File: src/rtl/serial_sub_pkg.sv
// Shared types and helpers for the bit-serial subtractor.
package serial_sub_pkg;

    typedef enum logic [1:0] {
        IDLE = 2'd0,
        RUN  = 2'd1,
        DONE = 2'd2
    } state_t;

    function automatic int cnt_w(input int width);
        return $clog2(width);
    endfunction

endpackage

File: src/rtl/fs_rtl.sv
// Combinational 1-bit full subtractor: dif = x - y - bin, bo = borrow out.
module fs_rtl (
    input  logic x,
    input  logic y,
    input  logic bin,
    output logic dif,
    output logic bo
);

    assign dif = x ^ y ^ bin;
    assign bo  = (~x & y) | (~(x ^ y) & bin);

endmodule

File: src/rtl/serial_sub_rtl.sv
// Bit-serial LSB-first subtractor d = a - b with valid/ready handshakes.
// Define SERIAL_SUB_OVF_EN to add the two's-complement overflow output ovf.
module serial_sub_rtl
    import serial_sub_pkg::*;
#(
    parameter int WIDTH = 8
) (
    input  logic             clk,
    input  logic             rst_n,
    input  logic             in_valid,
    output logic             in_ready,
    input  logic [WIDTH-1:0] a,
    input  logic [WIDTH-1:0] b,
    output logic             out_valid,
    input  logic             out_ready,
    output logic [WIDTH-1:0] d,
    output logic             bout,
    output logic             busy
`ifdef SERIAL_SUB_OVF_EN
    ,
    output logic             ovf
`endif
);

    localparam int             CW       = cnt_w(WIDTH);
    localparam logic [CW-1:0] CNT_LAST = CW'(WIDTH - 1);

    state_t           r_state;
    logic [WIDTH-1:0] r_a_sr;
    logic [WIDTH-1:0] r_b_sr;
    logic [WIDTH-1:0] r_d_sr;
    logic             r_borrow;
    logic [CW-1:0]    r_cnt;
    logic [WIDTH-1:0] r_d;
    logic             r_bout;
    logic             r_in_ready;
    logic             r_out_valid;
    logic             r_busy;
    logic             w_dbit;
    logic             w_bo;
    logic [WIDTH-1:0] w_d_next;

`ifdef SERIAL_SUB_OVF_EN
    logic             r_a_msb;
    logic             r_b_msb;
    logic             r_ovf;
`endif

    fs_rtl u_fs (
        .x   (r_a_sr[0]),
        .y   (r_b_sr[0]),
        .bin (r_borrow),
        .dif (w_dbit),
        .bo  (w_bo)
    );

    assign w_d_next = {w_dbit, r_d_sr[WIDTH-1:1]};

    // Result registers are loaded only on the final bit so d/bout never
    // show partial sums and hold until the next completed operation.
    always_ff @(posedge clk or negedge rst_n) begin
        if (!rst_n) begin
            r_state     <= IDLE;
            r_a_sr      <= '0;
            r_b_sr      <= '0;
            r_d_sr      <= '0;
            r_borrow    <= 1'b0;
            r_cnt       <= '0;
            r_d         <= '0;
            r_bout      <= 1'b0;
            r_in_ready  <= 1'b1;
            r_out_valid <= 1'b0;
            r_busy      <= 1'b0;
`ifdef SERIAL_SUB_OVF_EN
            r_a_msb     <= 1'b0;
            r_b_msb     <= 1'b0;
            r_ovf       <= 1'b0;
`endif
        end else begin
            case (r_state)
                IDLE: begin
                    if (in_valid) begin
                        r_a_sr     <= a;
                        r_b_sr     <= b;
                        r_borrow   <= 1'b0;
                        r_cnt      <= '0;
                        r_state    <= RUN;
                        r_in_ready <= 1'b0;
                        r_busy     <= 1'b1;
`ifdef SERIAL_SUB_OVF_EN
                        r_a_msb    <= a[WIDTH-1];
                        r_b_msb    <= b[WIDTH-1];
`endif
                    end
                end
                RUN: begin
                    r_a_sr   <= r_a_sr >> 1;
                    r_b_sr   <= r_b_sr >> 1;
                    r_d_sr   <= w_d_next;
                    r_borrow <= w_bo;
                    r_cnt    <= r_cnt + CW'(1);
                    if (r_cnt == CNT_LAST) begin
                        r_state     <= DONE;
                        r_out_valid <= 1'b1;
                        r_d         <= w_d_next;
                        r_bout      <= w_bo;
`ifdef SERIAL_SUB_OVF_EN
                        r_ovf       <= (r_a_msb ^ r_b_msb) & (w_dbit ^ r_a_msb);
`endif
                    end
                end
                DONE: begin
                    if (out_ready) begin
                        r_state     <= IDLE;
                        r_out_valid <= 1'b0;
                        r_busy      <= 1'b0;
                        r_in_ready  <= 1'b1;
                    end
                end
                default: begin
                    r_state     <= IDLE;
                    r_out_valid <= 1'b0;
                    r_busy      <= 1'b0;
                    r_in_ready  <= 1'b1;
                end
            endcase
        end
    end

    assign in_ready  = r_in_ready;
    assign out_valid = r_out_valid;
    assign busy      = r_busy;
    assign d         = r_d;
    assign bout      = r_bout;
`ifdef SERIAL_SUB_OVF_EN
    assign ovf       = r_ovf;
`endif

endmodule
File: config.mk
export PLATFORM = sky130hd
export DESIGN_NAME = serial_sub_rtl
export DESIGN_NICKNAME = d
export VERILOG_FILES = /design/src/rtl/serial_sub_pkg.sv /design/src/rtl/fs_rtl.sv /design/src/rtl/serial_sub_rtl.sv
export SDC_FILE = /design/constraint.sdc
export NUM_CORES = 1
export LEC_CHECK = 0
export CAP_MARGIN = 5
export CORE_UTILIZATION = 52
export CTS_CLUSTER_DIAMETER = 120
export CTS_CLUSTER_SIZE = 14
export DETAILED_ROUTE_END_ITERATION = 10
export PLACE_DENSITY_LB_ADDON = 0.08
export SKIP_CTS_REPAIR_TIMING = 1
export SLEW_MARGIN = 20
export SYNTH_ARGS = -nofsm -noshare
export SYNTH_HDL_FRONTEND = slang
export SYNTH_SLANG_ARGS = --single-unit
File: constraint.sdc
create_clock -name clk -period 1.55 [get_ports clk]
set_input_delay 0.3875 -clock clk [delete_from_list [all_inputs] [get_ports clk]]
set_output_delay 0.3875 -clock clk [all_outputs]
set_load 0.02 [all_outputs]
======== Yosys cells after proc, flatten, opt, wreduce, memory -nomap -nowiden ========
Cells that the tools add are included.
word-level totals
  memories kept ........................... 0
  register bits after elaboration ......... 42
  output and inout port bits .............. 12
  logic and storage cells ................. 53
  RAM bits ................................ 0
  bits in latches ......................... 0
  input port bits ......................... 20
  bits in read-only memories .............. 0
cells by class
  div/mod/pow operators ................... 0
  bitwise gates (word level) .............. 9
  shift-type cells ........................ 0
  eq/ne operators ......................... 6
  mux-type cells .......................... 19
  $mul .................................... 0
  $add $sub $neg .......................... 1
  order comparisons ....................... 0
  reduce and logical (&&, ||, !) cells .... 7
operator list
  kind                                            number
  one-hot mux 8 bit (2 select lines)              2
  two-way mux 8 bit                               2
  one-hot mux 1 bit (3 select lines)              3
  AND reduction 3 bit                             3
  two-way mux 2 bit                               3
  != test 2 bit (second input constant)           3
  one-hot mux 2 bit (3 select lines)              1
  one-hot mux 3 bit (2 select lines)              1
  two-way mux 1 bit                               5
  NOT 1 bit                                       4
  AND reduction 2 bit                             2
  adder 3 x 1 -> 3 bit (second input constant)    1
  == test 3 bit (second input constant)           1
  two-way mux 3 bit                               1
  AND 1 bit                                       2
  == test 2 x 1 -> 1 bit (second input constant)  1
  == test 2 bit (second input constant)           1
  zero test 2 bit                                 1
  one-hot mux 1 bit (2 select lines)              1
  nonzero test 2 bit                              1
  XOR 1 bit                                       2
  OR 1 bit                                        1

======== Logic depth before layout (Yosys ltp) ========
Gate-level depths: netlist of run 1.
  depth in word-level cells ............... 5
  mapped depth ............................ 6
  gate-level depth less buffers ........... 5

======== By module ========
From an unflattened synthesis of run 1, not the netlist that was laid out.
second synthesis, totals
  cells, all modules ...................... 157
  area, all modules ....................... 1746.7 µm²
modules (own cells, without submodules)
  module          instances  area an instance (µm²)  cells an instance  sequential area each (µm²)
  serial_sub_rtl  1          1715.4                  153                1027.2
  fs_rtl          1          31.3                    4                  0.0

======== Least setup slack after synthesis of run 1 ========
No wires, ideal clock.
  path kind ............................... register to register
  from .................................... register r_cnt[0]
  to ...................................... register r_d[0], in the netlist d[0]
  path slack .............................. 0.103 ns
  clock period less this slack ............ 1.447 ns
  cell stages (with the launch flop) ...... 6
  data arrival time ....................... 1.321 ns
  required time ........................... 1.425 ns
  library setup time ...................... 0.125 ns
  cell sequence ........................... dfrtp_1 > ha_1 > ha_1 > nand3b_1 > buf_6 > mux2_4
between the ends
  word-level cells in the longest chain between the ends .. 2
ends and longest elaborated chain
  what                           RTL line               source
  start: declaration             serial_sub_rtl.sv:33   logic [CW-1:0] r_cnt;
  start signal: assignment       serial_sub_rtl.sv:101  r_cnt <= r_cnt + CW'(1);
  == test 3 bit                  serial_sub_rtl.sv:102  if (r_cnt == CNT_LAST) begin
  AND reduction 2 bit (no line)  n/a
  end signal: assignment         serial_sub_rtl.sv:105  r_d <= w_d_next;
  end: declaration               serial_sub_rtl.sv:34   logic [WIDTH-1:0] r_d;
Every way passes these cells.
A chain may end at the register's enable or synchronous reset.

======== Final worst setup path of run 1 ========
  from .................................... register r_cnt[0]
  to ...................................... register r_d[7], in the netlist d[7]
Same word-level chain as after synthesis.

==> results.yml, run 1 <==
critical_path:
  slowest_delay_ns: 0.42
  critPathArrivalTime_ns: 1.76
  criticalPathCategory: "flip-flop to flip-flop"
  cpMostUsedCell: "ha_2"
  setup.worst_path.start: "r_cnt[0]"
  cp_max_fo: 10
  crit_required_ns: 1.80
  r2r-start: "r_cnt[0]"
  slowest_stage: "dfrtp_1"
  worstPathCellList: "ha_2 -> ha_2 -> nand3b_1 -> buf_12 -> mux2_2"
  crit_path_start_kind: "flip-flop"
  end_kind: "flip-flop"
global_routing:
  grt_antenna_before_repair: 0
  grt_first_pass_wirelength_um: 6040
  grt.total_usage_pct: 22.1
  grt_pass1_vias: 1351
  grt_max_degree: 23
  overflow: 0
clock_tree:
  cts_tree: "done"
  clock_path_buffers: 2
  cts_sinks: 41
  clkTransAtPathRegs_ns: 0.12
  worstSkewPairLatency_ns: 0.35
  numCtsBuffers: 5
  cts-htree-levels: 2
  root_buffer: "clkbuf_4"
power_and_ir_drop:
  power_density_nw_per_um2: 1890
  max-vdd-ir-drop_mv: 0.964
  leakagePower_uw: 0.00120
place:
  io_buffers: 31
  place_area_um2: 2260
  hpwl_um: 2580
  place_congestion: 0.757
  place_ws_ns: -0.0501
synth:
  synthDistinctLibCells: 27
  synthCells: 168
  syn_area_per_cell_um2: 11.1
  synthesis.nets: 191
  synth.ff_latch_count: 41
  yosysWarnings: 0
  synth.cell_area_um2: 1860
  ys_seq_area_share_pct: 55.1
die:
  start_util_pct: 55.0
  num_rows: 21
  die_height_um: 61.9
  die_w_um: 61.9
  dieArea_um2: 3830
  io_pins: 32
  core_area_um2: 3390
worst_hold_path:
  hp-class: "input port to async pin"
finish:
  synthToLayoutAreaGrowth_pct: 27.4
  final_common_cell: "dfrtp_1"
  stdcell_area_um2: 2370
  fillers: 260
  drive_gt1_share_pct: 21.3
  num_antenna_cells: 0
  layout_common_cells: "40 x dfrtp_1, 29 x nand2_1, 22 x nor2_1, 18 x clkdlybuf4s50_1, 12 x buf_4"
  final_nets: 233
sta:
  max_freq_mhz: 660
  min_period_ns: 1.52
  tightest_slew_ns: 0.330
  period_share_pct: 97.7
  finClkSkew_ns: 0.00719
  setup_viol: 0
  final_max_slew_viol_count: 0
  setup_slack_ns: 0.0349
  maxSlewHeadroom_pct: 77.9
  hold_viol_final: 0
routing:
  drt_iter0_drc: 61
  num_vias: 1353
  routed_via_density: 5.26
  drt.antenna.violating_nets: 0
  wire_per_inst_um: 14.1
  drcViolationCount: 0
  drt_wl_total_um: 3630
  drt-pass1-iter-count: 4
run_status:
  outcome: "completed"
job:
  cap_violations: 0
## kinds of logic after synthesis
kind of cell / share of synthesized area, %
AOI/OAI and AO/OA: 13.2
adders and majority gates: 2.42
buffers and inverters: 5.23
DFF: 55.1
muxes: 6.24
and+or+nand+nor: 17.8
## routing by layer
layer,GRT usage [%],routed length (µm),part of all wire [%],vias up
li1,-,-,-,661
met1,29.4,1710,47,664
met2,35.0,1750,48,22
met3,5.80,125,3.4,6
met4,8.25,47,1.3,0
met5,0,0,0,-
## power by group
group | total [µW] | leakage (µW) | switching, µW | internal, µW
Clock | 602 | 0.0000413 | 339 | 263
Sequential | 1870 | 0.000496 | 302 | 1570
Combinational | 2010 | 0.000662 | 986 | 1020
Total | 4480 | 0.00120 | 1630 | 2850
## layout make-up
type	instances	area [µm²]	area share, %
sequential	41	1030	43.3
multi-input combinational	114	744	31.3
timing repair buffer	46	468	19.7
clock buffer	7	65.1	2.74
tap	46	57.6	2.42
inverter	2	7.51	0.316
clock inverter	1	5.00	0.211
## synth_stat cells
library cell,number,area [µm²]
dfrtp_1,40,1000
nand2_1,29,109
nor2_1,22,82.6
nor3_1,10,50.1
o21ai_0,8,40.0
mux2_4,7,105
nand3b_1,6,45.0
a211oi_1,5,37.5
a211oi_2,4,50.1
buf_4,4,30.0
buf_6,4,45.0
o221a_2,4,45.0
a21oi_1,3,15.0
buf_2,3,15.0
nor2b_1,3,18.8
a22o_1,2,17.5
ha_1,2,25.0
inv_1,2,7.51
nand2b_1,2,12.5
dfstp_2,1,26.3
fa_1,1,20.0
mux2_2,1,11.3
nand2b_4,1,13.8
o21ba_4,1,16.3
o21bai_1,1,7.51
o221a_1,1,11.3
o22ai_1,1,6.26
## registers in the layout, summed over array words and instances, names as in the netlist
register,cells
bout,1
r_borrow,1
in_ready,1
r_cnt,3
r_d_sr,7
r_a_sr,8
r_state,2
d,8
r_b_sr,8
out_valid,1
busy,1
## path summary, 6_finish.rpt
| kind | to | slack [ns] | cells past startpoint |
|---|---|---|---|
| max | d[7] | 0.03 | 5 |
| min | r_b_sr[4] | 0.43 | 2 |
| max reg2reg | d[7] | 0.03 | 5 |
| min reg2reg | r_d_sr[1] | 0.50 | 2 |
| max in group asynchronous | r_b_sr[2] | 0.61 | 3 |
| min in group clk | r_d_sr[1] | 0.50 | 2 |
## metrics by stage
| step | setup TNS [ns] | total power, µW | cells | utilization [%] | hold WS (ns) |
|---|---|---|---|---|---|
| floorplan | 0 | 3240 | 168 | - | 0.0919 |
| global placement | 0 | 3820 | 247 | 66.7 | 0.270 |
| detailed placement | -0.266 | 3920 | 247 | 66.7 | 0.277 |
| CTS | -2.42 | 4530 | 255 | 68.7 | -0.121 |
| global route | -0.00375 | 4820 | 257 | 70.1 | 0.450 |
| finish | 0 | 4480 | 257 | 70.1 | 0.426 |
## worst max-delay path: cells and delay by family (launching register included)
kind | cells | cell delay, ns
DFF | 1 | 0.42
muxes | 1 | 0.33
buffers and inverters | 1 | 0.16
adders and majority gates | 2 | 0.36
and+or+nand+nor | 1 | 0.15
Power figures use the tool's default switching activity.
==> run 2, diff against run 1 <==
--- a/config.mk
+++ b/config.mk
@@ -6,7 +6,7 @@
 export NUM_CORES = 1
 export LEC_CHECK = 0
 export CAP_MARGIN = 5
-export CORE_UTILIZATION = 52
+export CORE_UTILIZATION = 51
 export CTS_CLUSTER_DIAMETER = 120
 export CTS_CLUSTER_SIZE = 14
 export DETAILED_ROUTE_END_ITERATION = 10
==> results.yml, run 2 (same netlist as run 1, synthesis figures left out) <==
finish:
  final_nets: 230
  instances_no_fill: 253
  drive_gt1_share_pct: 19.8
  fillers: 245
  synthToLayoutAreaGrowth_pct: 28.9
  final_common_cell: "dfrtp_1"
  layout_common_cells: "40 x dfrtp_1, 29 x nand2_1, 22 x nor2_1, 18 x clkdlybuf4s50_1, 12 x dlymetal6s2s_1"
  num_antenna_cells: 0
die:
  die_w_um: 62.5
  num_rows: 21
  dieArea_um2: 3900
  die_height_um: 62.5
  core_area_um2: 3420
  start_util_pct: 54.6
  io_pins: 32
clock_tree:
  cts-htree-levels: 2
  cts_sinks: 41
  clkTransAtPathRegs_ns: 0.12
  cts_tree: "done"
  numCtsBuffers: 5
  root_buffer: "clkbuf_4"
  worstSkewPairLatency_ns: 0.34
  clock_path_buffers: 2
global_routing:
  busiest_layer: "met2"
  grt_max_degree: 23
  grt_antenna_before_repair: 0
  use_met3_pct: 4.93
  overflow: 0
  met1_usage_pct: 25.9
  grt_first_pass_wirelength_um: 6380
  grt_use_met2_pct: 34.9
  grt.total_usage_pct: 20.8
  grt_pass1_vias: 1441
sta:
  setup_viol: 0
  finClkSkew_ns: 0.00579
  final_max_slew_viol_count: 0
  period_share_pct: 99.7
  fin_tns_setup_ns: 0
  worst_hold_slack_ns: -0.00626
  setup_slack_ns: 0.00498
  tightest_slew_ns: 0.592
  rsz0062_at_grt: "yes"
  maxSlewHeadroom_pct: 60.4
  min_period_ns: 1.55
  hold_viol_final: 14
  max_freq_mhz: 647
critical_path:
  criticalPathCategory: "flip-flop to flip-flop"
  crit_required_ns: 1.79
  end_kind: "flip-flop"
  cp_max_fo: 5
  critPathArrivalTime_ns: 1.79
  crit_path_start_kind: "flip-flop"
routing:
  drt_iter0_drc: 93
  num_vias: 1347
  drt-pass1-iter-count: 4
  routed_via_density: 5.32
  drt.antenna.violating_nets: 0
  wire_per_inst_um: 14.9
  drcViolationCount: 0
  drt_wl_total_um: 3770
place:
  place_ws_ns: -0.0975
  dp.cells: 244
  place_congestion: 0.773
  io_buffers: 31
  hpwl_um: 2490
job:
  cap_violations: 0
run_status:
  violations: "hold timing"
  outcome: "finished with violations"
power_and_ir_drop:
  power_density_nw_per_um2: 1900
  max-vdd-ir-drop_mv: 1.05
  leakagePower_uw: 0.00122
worst_hold_path:
  hp-class: "input port to async pin"
run 2: report_power, final:
group | total (µW) | internal, µW | switching [µW] | leakage [µW]
Sequential | 1880 | 1570 | 315 | 0.000496
Clock | 657 | 329 | 328 | 0.0000410
Combinational | 2020 | 1030 | 996 | 0.000682
run 2: worst paths after layout:
path,start,to,slack [ns],cells after the start
worst max register to register,r_cnt[1],d[1],0.005,5
max in group asynchronous,rst_n,r_d_sr[4],1.08,2
worst min-delay path,rst_n,r_b_sr[0],-0.006,1
min in group clk,bout,bout,0.48,2
worst max-delay path,r_cnt[1],d[1],0.005,5
worst min register to register,bout,bout,0.48,2
run 2: metrics by stage:
stage | power [µW] | area, µm² | util [%]
2_1_floorplan | 3240 | 1860 | -
3_3_place_gp | 3800 | 2250 | 65.9
6_report | 4560 | 2400 | 70.4
4_1_cts | 4560 | 2320 | 68.0
3_5_place_dp | 3890 | 2250 | 65.9
5_1_grt | 4890 | 2400 | 70.4
run 2: per-layer routing:
layer  part of all wire, %  wire, µm
met1                    45      1700
met2                    48      1810
met3                   5.2       196
met4                   1.6        59
met5                     0         0
run 2: area by class of cell:
cell class / count / area [µm²] / share of cell area [%]
clock buffers: 5 / 37.5 / 1.56
clock inverters: 2 / 35.0 / 1.46
inverters: 2 / 7.51 / 0.312
multi-input cells: 114 / 758 / 31.5
flip-flops and latches: 41 / 1030 / 42.7
well taps: 46 / 57.6 / 2.39
repair buffers: 43 / 480 / 20.0
run 2: worst max-delay path: stages (launching register included):
cell	delay (ns)
dfrtp_1	0.41
ha_2	0.20
ha_4	0.16
nand3b_1	0.20
clkbuf_16	0.20
mux2_4	0.29
